--- config.mk ---
export PLATFORM = sky130hd
export DESIGN_NAME = interrupt_controller
export DESIGN_NICKNAME = d
export VERILOG_FILES = /design/src/rtl/interrupt_controller.sv
export SDC_FILE = /design/constraint.sdc
export NUM_CORES = 1
export LEC_CHECK = 0
export CAP_MARGIN = 20
export CORE_MARGIN = 3
export CORE_UTILIZATION = 40
export CTS_CLUSTER_SIZE = 14
export DETAILED_ROUTE_END_ITERATION = 10
export HOLD_SLACK_MARGIN = 0.15
export PLACE_DENSITY = 0.68
export SLEW_MARGIN = 10
export SYNTH_ARGS = -nofsm -noshare
export SYNTH_HDL_FRONTEND = slang
export SYNTH_SLANG_ARGS = --single-unit
--- constraint.sdc ---
create_clock -name clk -period 6.8 [get_ports clk]
set_clock_uncertainty 0.1 [all_clocks]
set_input_delay 2.04 -clock clk [delete_from_list [all_inputs] [get_ports clk]]
set_output_delay 2.04 -clock clk [all_outputs]
set_load 0.05 [all_outputs]
--- src/rtl/interrupt_controller.sv ---
// Two-class (IRQ/FIQ) interrupt controller: synchronized sources, level/edge pending logic,
// lowest-index priority and one request/service FSM per class.
module interrupt_controller #(
    parameter int SYNC_STAGES = 2
) (
    input  logic        clk,
    input  logic        reset,
    input  logic [7:0]  IntSrc,
    input  logic        IRQAssert,
    input  logic        FIQAssert,
    input  logic        CfgWE,
    input  logic [2:0]  CfgAddr,
    input  logic [31:0] CfgWD,
    output logic [31:0] CfgRD,
    output logic        IRQ,
    output logic        FIQ
);

    typedef enum logic [1:0] {
        ST_IDLE    = 2'd0,
        ST_REQ     = 2'd1,
        ST_SERVICE = 2'd2
    } state_t;

    localparam logic [3:0] ID_NONE = 4'hF;

    logic [7:0] s;

    genvar gi;
    generate
        for (gi = 0; gi < 8; gi++) begin : g_sync
            logic [SYNC_STAGES-1:0] sync_q;
            logic [SYNC_STAGES-1:0] sync_d;

            always_comb sync_d = {sync_q[SYNC_STAGES-2:0], IntSrc[gi]};

            always_ff @(posedge clk or posedge reset) begin
                if (reset) sync_q <= '0;
                else       sync_q <= sync_d;
            end

            assign s[gi] = sync_q[SYNC_STAGES-1];
        end
    endgenerate

    logic [7:0] enable_q,   enable_d;
    logic [7:0] fiqsel_q,   fiqsel_d;
    logic [7:0] edge_sel_q, edge_sel_d;
    logic [7:0] pend_edge_q, pend_edge_d;
    logic [7:0] hist_q,     hist_d;
    state_t     irq_state_q, irq_state_d;
    state_t     fiq_state_q, fiq_state_d;
    logic [3:0] irq_id_q,   irq_id_d;
    logic [3:0] fiq_id_q,   fiq_id_d;
    logic       irq_q,      irq_d;
    logic       fiq_q,      fiq_d;

    logic [7:0] w1c_mask;
    logic       irq_eoi, fiq_eoi;
    logic [7:0] pend_set, pending, eligible, irq_set, fiq_set;
    logic [3:0] irq_pick, fiq_pick;
    logic       irq_take, fiq_take;
    logic [7:0] irq_clr, fiq_clr;
    logic       unused_cfg_bits;

    assign unused_cfg_bits = ^CfgWD[31:8];

    function automatic logic [3:0] lowest_id(input logic [7:0] v);
        lowest_id = ID_NONE;
        for (int i = 7; i >= 0; i--) begin
            if (v[i]) lowest_id = 4'(i);
        end
    endfunction

    always_comb begin
        enable_d   = enable_q;
        fiqsel_d   = fiqsel_q;
        edge_sel_d = edge_sel_q;
        if (CfgWE) begin
            case (CfgAddr)
                3'd0:    enable_d   = CfgWD[7:0];
                3'd1:    fiqsel_d   = CfgWD[7:0];
                3'd2:    edge_sel_d = CfgWD[7:0];
                default: ;
            endcase
        end
    end

    assign w1c_mask = (CfgWE && CfgAddr == 3'd3) ? CfgWD[7:0] : 8'd0;
    assign irq_eoi  = CfgWE && (CfgAddr == 3'd6) && CfgWD[0];
    assign fiq_eoi  = CfgWE && (CfgAddr == 3'd6) && CfgWD[1];

    // A freshly detected edge counts as pending in the same cycle, so edge and level
    // sources see the same synchronizer-to-request latency.
    assign pend_set = s & ~hist_q & edge_sel_q;
    assign pending  = (edge_sel_q & (pend_edge_q | pend_set)) | (~edge_sel_q & s);
    assign eligible = pending & enable_q;
    assign fiq_set  = eligible & fiqsel_q;
    assign irq_set  = eligible & ~fiqsel_q;
    assign irq_pick = lowest_id(irq_set);
    assign fiq_pick = lowest_id(fiq_set);

    assign irq_take = (irq_state_q == ST_REQ) && IRQAssert;
    assign fiq_take = (fiq_state_q == ST_REQ) && FIQAssert;
    assign irq_clr  = (irq_take && irq_pick != ID_NONE) ? (8'd1 << irq_pick[2:0]) : 8'd0;
    assign fiq_clr  = (fiq_take && fiq_pick != ID_NONE) ? (8'd1 << fiq_pick[2:0]) : 8'd0;

    // Set wins over W1C/ack clear; latched bits are dropped once a source leaves edge mode.
    assign pend_edge_d = ((pend_edge_q & ~(w1c_mask | irq_clr | fiq_clr)) | pend_set) & edge_sel_d;
    assign hist_d      = s;

    always_ff @(posedge clk or posedge reset) begin
        if (reset) begin
            enable_q    <= '0;
            fiqsel_q    <= '0;
            edge_sel_q  <= '0;
            pend_edge_q <= '0;
            hist_q      <= '0;
            irq_state_q <= ST_IDLE;
            fiq_state_q <= ST_IDLE;
            irq_id_q    <= ID_NONE;
            fiq_id_q    <= ID_NONE;
            irq_q       <= 1'b0;
            fiq_q       <= 1'b0;
        end else begin
            enable_q    <= enable_d;
            fiqsel_q    <= fiqsel_d;
            edge_sel_q  <= edge_sel_d;
            pend_edge_q <= pend_edge_d;
            hist_q      <= hist_d;
            irq_state_q <= irq_state_d;
            fiq_state_q <= fiq_state_d;
            irq_id_q    <= irq_id_d;
            fiq_id_q    <= fiq_id_d;
            irq_q       <= irq_d;
            fiq_q       <= fiq_d;
        end
    end

    always_comb begin
        irq_state_d = irq_state_q;
        case (irq_state_q)
            ST_IDLE:    if (|irq_set) irq_state_d = ST_REQ;
            ST_REQ: begin
                if (IRQAssert)      irq_state_d = ST_SERVICE;
                else if (~|irq_set) irq_state_d = ST_IDLE;
            end
            ST_SERVICE: if (irq_eoi) irq_state_d = ST_IDLE;
            default:    irq_state_d = ST_IDLE;
        endcase

        fiq_state_d = fiq_state_q;
        case (fiq_state_q)
            ST_IDLE:    if (|fiq_set) fiq_state_d = ST_REQ;
            ST_REQ: begin
                if (FIQAssert)      fiq_state_d = ST_SERVICE;
                else if (~|fiq_set) fiq_state_d = ST_IDLE;
            end
            ST_SERVICE: if (fiq_eoi) fiq_state_d = ST_IDLE;
            default:    fiq_state_d = ST_IDLE;
        endcase
    end

    // Requests are flopped copies of "next state is REQ", so IRQ/FIQ come straight off a flop.
    always_comb begin
        irq_d    = (irq_state_d == ST_REQ);
        fiq_d    = (fiq_state_d == ST_REQ);
        irq_id_d = irq_id_q;
        fiq_id_d = fiq_id_q;
        if (irq_take)                                    irq_id_d = irq_pick;
        else if (irq_state_q == ST_SERVICE && irq_eoi)   irq_id_d = ID_NONE;
        if (fiq_take)                                    fiq_id_d = fiq_pick;
        else if (fiq_state_q == ST_SERVICE && fiq_eoi)   fiq_id_d = ID_NONE;
    end

    always_comb begin
        CfgRD = '0;
        case (CfgAddr)
            3'd0:    CfgRD[7:0] = enable_q;
            3'd1:    CfgRD[7:0] = fiqsel_q;
            3'd2:    CfgRD[7:0] = edge_sel_q;
            3'd3:    CfgRD[7:0] = pending;
            3'd4:    CfgRD[3:0] = irq_id_q;
            3'd5:    CfgRD[3:0] = fiq_id_q;
            default: CfgRD      = '0;
        endcase
    end

    assign IRQ = irq_q;
    assign FIQ = fiq_q;

endmodule

Yosys cells after proc, flatten, opt, wreduce, memory -nomap -nowiden
Cells that the tools add are included.
{"block": "op_classes", "bitwise": 18, "n_reduce_logical": 19, "n_eq_ne": 14, "mux": 37, "shifts": 2}
{"cell": "two-way mux 4 bit", "count": 20}
{"cell": "bitwise AND 8 bit", "count": 9}
{"cell": "two-way mux 8 bit", "count": 5}
{"cell": "OR 8 bit", "count": 5}
{"cell": "NOT 8 bit", "count": 4}
{"cell": "one-hot mux 4 bit (6 select lines)", "count": 1}
{"cell": "two-way mux 2 bit", "count": 8}
{"cell": "one-hot mux 4 bit (4 select lines)", "count": 1}
{"cell": "OR reduction 8 bit", "count": 2}
{"cell": "<< shifter 1 x 3 -> 8 bit, first input constant", "count": 2}
{"cell": "one-hot mux 2 bit (3 select lines)", "count": 2}
{"cell": "logical AND 1 bit", "count": 10}
{"cell": "equality test 3 bit, second input constant", "count": 3}
{"cell": "equality test 2 x 1 -> 1 bit, second input constant", "count": 4}
{"cell": "!= test 4 bit, second input constant", "count": 2}
{"cell": "equality test 3 x 2 -> 1 bit, second input constant", "count": 2}
{"cell": "equality test 2 bit, second input constant", "count": 2}
{"cell": "zero test 2 bit", "count": 2}
{"cell": "AND reduction 2 bit", "count": 2}
{"cell": "nonzero test 2 bit", "count": 2}
{"cell": "equality test 3 x 1 -> 1 bit, second input constant", "count": 1}
{"cell": "zero test 3 bit", "count": 1}
{"block": "totals", "elab_cells": 109, "ff_bits": 70, "in_bits": 48}

Longest topological paths before layout
Gate-level depths: netlist of run 1.
{"block": "logic_depth", "ltp_word": 25, "mapped_depth": 6, "ltp_nobuf": 6}

Worst setup path after synthesis of run 1
No wires, ideal clock.
{"block": "synth_path", "kind": "input port to output port", "from": "input port CfgAddr[0]", "to": "output port CfgRD[4]", "path_buffers": 2, "stages": 4, "path_slack_ns": 1.114, "t_arrival_ns": 3.546, "path_cell_list": "clkbuf_1 > buf_1 > nand3b_1 > o22ai_1"}
{"block": "synth_via", "elab_chain_len": 2}
{"element": "start, declared", "line_no": "12", "text": "input logic [2:0] CfgAddr,"}
{"element": "equality test 3 x 2 -> 1 bit, or another cell as far along", "line_no": "178", "text": "case (CfgAddr)"}
{"element": "one-hot mux 4 bit (4 select lines) (*)", "line_no": "178"}
{"element": "end, declared", "line_no": "14", "text": "output logic [31:0] CfgRD,"}
Mark *: on every way between the ends. The rest lies on a longest branch, timed or not.

Worst setup path after layout of run 1
{"block": "layout_path", "from": "input port CfgAddr[2]", "to": "output port CfgRD[1]"}
{"block": "layout_via", "elab_chain_len": 2}
{"element": "equality test 3 bit, or another cell as far along", "line_no": "178"}
{"element": "one-hot mux 4 bit (6 select lines) (*)", "line_no": "178"}
Marked as above.

==> results of run 1 <==
[cells in the mapped netlist (all sizes together), types with 3 or more instances]
cell,instances,share of area [%]
o22ai,11,1.9
dfstp,8,5.8
buf,27,5.3
nand4,4,0.86
inv,9,0.93
o211ai,8,2.6
nor3,5,0.96
mux2i,9,2.5
o21ai,21,2.9
a31oi,3,0.52
nand2b,5,0.86
dfrtp,62,43
nand2,39,4.0
o21a,3,0.83
o22a,3,0.72
and3,3,0.52
a21boi,11,2.6
and2,8,1.6
a21oi,12,1.7
clkbuf,4,0.41
mux2,20,6.2
nand4b,3,0.72
a22oi,3,0.62
o2111ai,5,1.2
nor2b,4,0.89
nand3b,5,1.0
a211oi,4,0.83
nor2,22,2.5
[critical path, cell delays in order]
cell and delay (ps):
clkdlybuf4s50_1 880, nand2b_1 360, o22ai_1 140, a221o_1 370
buf_12 170
[final cells by class]
cell class / instances / area share (%)
sequential: 70 / 41.9
multi-input combinational: 258 / 40.8
timing repair buffer: 38 / 8.86
tap: 108 / 3.21
clock buffer: 9 / 2.94
clock inverter: 7 / 1.55
inverter: 9 / 0.803
[flip-flops by register name, indices dropped and copies added, names as in the netlist]
name,flops
FIQ,1
g_sync.sync_q,16
enable_q,8
hist_q,8
fiqsel_q,8
edge_sel_q,8
fiq_id_q,4
irq_state_q,2
IRQ,1
pend_edge_q,8
fiq_state_q,2
irq_id_q,4
[power groups by stage]
stage          combinational [mW]  sequential (mW)  clock (mW)
3_5_place_dp                0.390            0.592           0
5_1_grt                     0.426            0.598       0.352
2_1_floorplan               0.284            0.589           0
4_1_cts                     0.394            0.585       0.334
6_report                    0.392            0.586       0.326
3_3_place_gp                0.381            0.587           0
[layer usage]
| layer | part of all wire, % | GRT usage, % | up-vias |
|---|---|---|---|
| met5 | 0 | 0 | - |
| met4 | 1.6 | 6.75 | 0 |
| met3 | 7.0 | 3.72 | 15 |
| met2 | 49 | 27.2 | 95 |
| met1 | 43 | 22.3 | 1389 |
| li1 | - | - | 1290 |
[path summary, 6_finish.rpt]
check | cells past startpoint | startpoint | endpoint
setup reg to reg | 6 | edge_sel_q[2]$_DFF_PP0_ | pend_edge_q[7]$_DFF_PP0_
setup / recovery | 5 | CfgAddr[2] | CfgRD[1]
hold reg to reg | 0 | g_sync[6].sync_q[0]$_DFF_PP0_ | g_sync[6].sync_q[1]$_DFF_PP0_
hold / removal | 0 | g_sync[6].sync_q[0]$_DFF_PP0_ | g_sync[6].sync_q[1]$_DFF_PP0_
min in group asynchronous | 2 | reset | g_sync[5].sync_q[1]$_DFF_PP0_
max in group asynchronous | 3 | reset | fiq_id_q[1]$_DFFE_PP1P_
[kinds of logic (layout without fill, tap and decap cells)]
kind of cell / count (synthesis) / after routing / share of synthesized area (%)
buffers and inverters: 40 / 63 / 6.68
DFF: 70 / 70 / 48.5
muxes: 29 / 29 / 8.67
other: 1 / 24 / 0.103
and+or+nand+nor: 110 / 110 / 16.7
AOI/OAI and AO/OA: 95 / 95 / 19.3
[cells in the final DEF, fill, tap and decap left out, types with 10 or more instances in the layout]
master           netlist  final
clkdlybuf4s50_1        0     25
dfrtp_1               62     62
nand2_1               39     39
nor2_1                21     21
o21ai_0               10     10
mux2_2                15     15
o22ai_1               11     11
conb_1                 1     24
a21oi_1               12     12
o21ai_1               11     11
buf_4                 24     11
==> reports/results.ini, run 1 <==
[layout]
seq_area_sq_um=1760
n_antenna_cell=0
multi_input_area_sq_um=1720
final_cells=499
drive_gt1_share_pct=19.9
syn2layout_area_growth_pct=15.8
nNetsFinal=434
utilization_pct=48.0
finalInstanceArea_sq_um=4210
fillCellCount=824

[timing]
period_share_pct=89.8
rsz0062_at_grt=no
setup_viol=0
setup_slack_ps=696
slew_viol_final=0
max_freq_mhz=164
min_period_ps=6100
timing.hold.ws_ps=251
hold_violations=0
setup_tns_ps=0
slew_headroom_pct=38.6
tightest_slew_ps=914

[floorplanning]
io_pins=82
dieArea_sq_um=10300
start_util_pct=41.5
die_h_um=101
placementRows=34
core_area_sq_um=8760
die_w_um=101

[clocking]
clockBufferDepth=2
ctsHoldBuffers=0
post_cts_buffers=0
cts_made_buffers=9
htreeDepth=3
cts_root_buffer=clkbuf_8
clkTransAtPathRegs_ps=70
cts_resized=0
cts.sinks=70
clk_latency_ps=340
cts_tree=done

[critical_path]
cp-start-kind=primary input
path_max_fanout=15
critPathKind=in -> out
cp_data_required_time_ps=4660
reg2reg_slack_ps=4790
cp.arrival_ps=3960
crit_path_end_kind=output port

[job]
drv_cap=0

[global_routing]
grt_max_degree=37
grt_use_total_pct=16.9
antenna_found_initial=0
overflow=0
grt_pass1_vias=2683
grt_pass1_wl_mm=13.4

[pwr]
p_sw_share_pct=36.0
p_per_area_nw_per_um2=310
power.leakage_nw=1.79
p_comb_share_pct=30.1
vdd_drop_max_mv=0.116
internal_power_mw=0.836
finalPower_mw=1.30
power.net_switching_mw=0.469
seqPwrFrac_pct=44.9
clockPowerShare_pct=25.0

[placement]
dpl-instance-area_sq_um=4020
dpl.hpwl_mm=6.03
dp_cells=483
place_ws_ps=737
port_buffers=33
gp_congestion=0.841

[detailed_routing]
wl_per_cell_um=16.8
vias_per_cell=5.59
remaining_drc_errors=0
ant_nets=0
drt_iter0_markers=145
drtPass1Iterations=4
num_vias=2789
wl_mm=8.40

[yosys]
ys_seq_elements=70
synth_area_sq_um=3630
synthArstFlopShare_pct=100
syn_inst=345
synth_ff_type=dfrtp_1
ys_seq_area_share_pct=48.5
synth_cell_types=60
avgSynthCellArea_sq_um=10.5
synth-edff-count=0
ys_warn_count=0

[status]
status=finished, final reports clean

[hold_path]
min_path_type=reg -> reg

(Power assumes the default switching activity.)
==> run 2, diff against run 1 <==
CTS_CLUSTER_DIAMETER = 150   (was not set)
SLEW_MARGIN = 5   (was 10)
==> results of run 2 <==
Same layout as run 1: the final DEF is identical, and so are final timing and power.
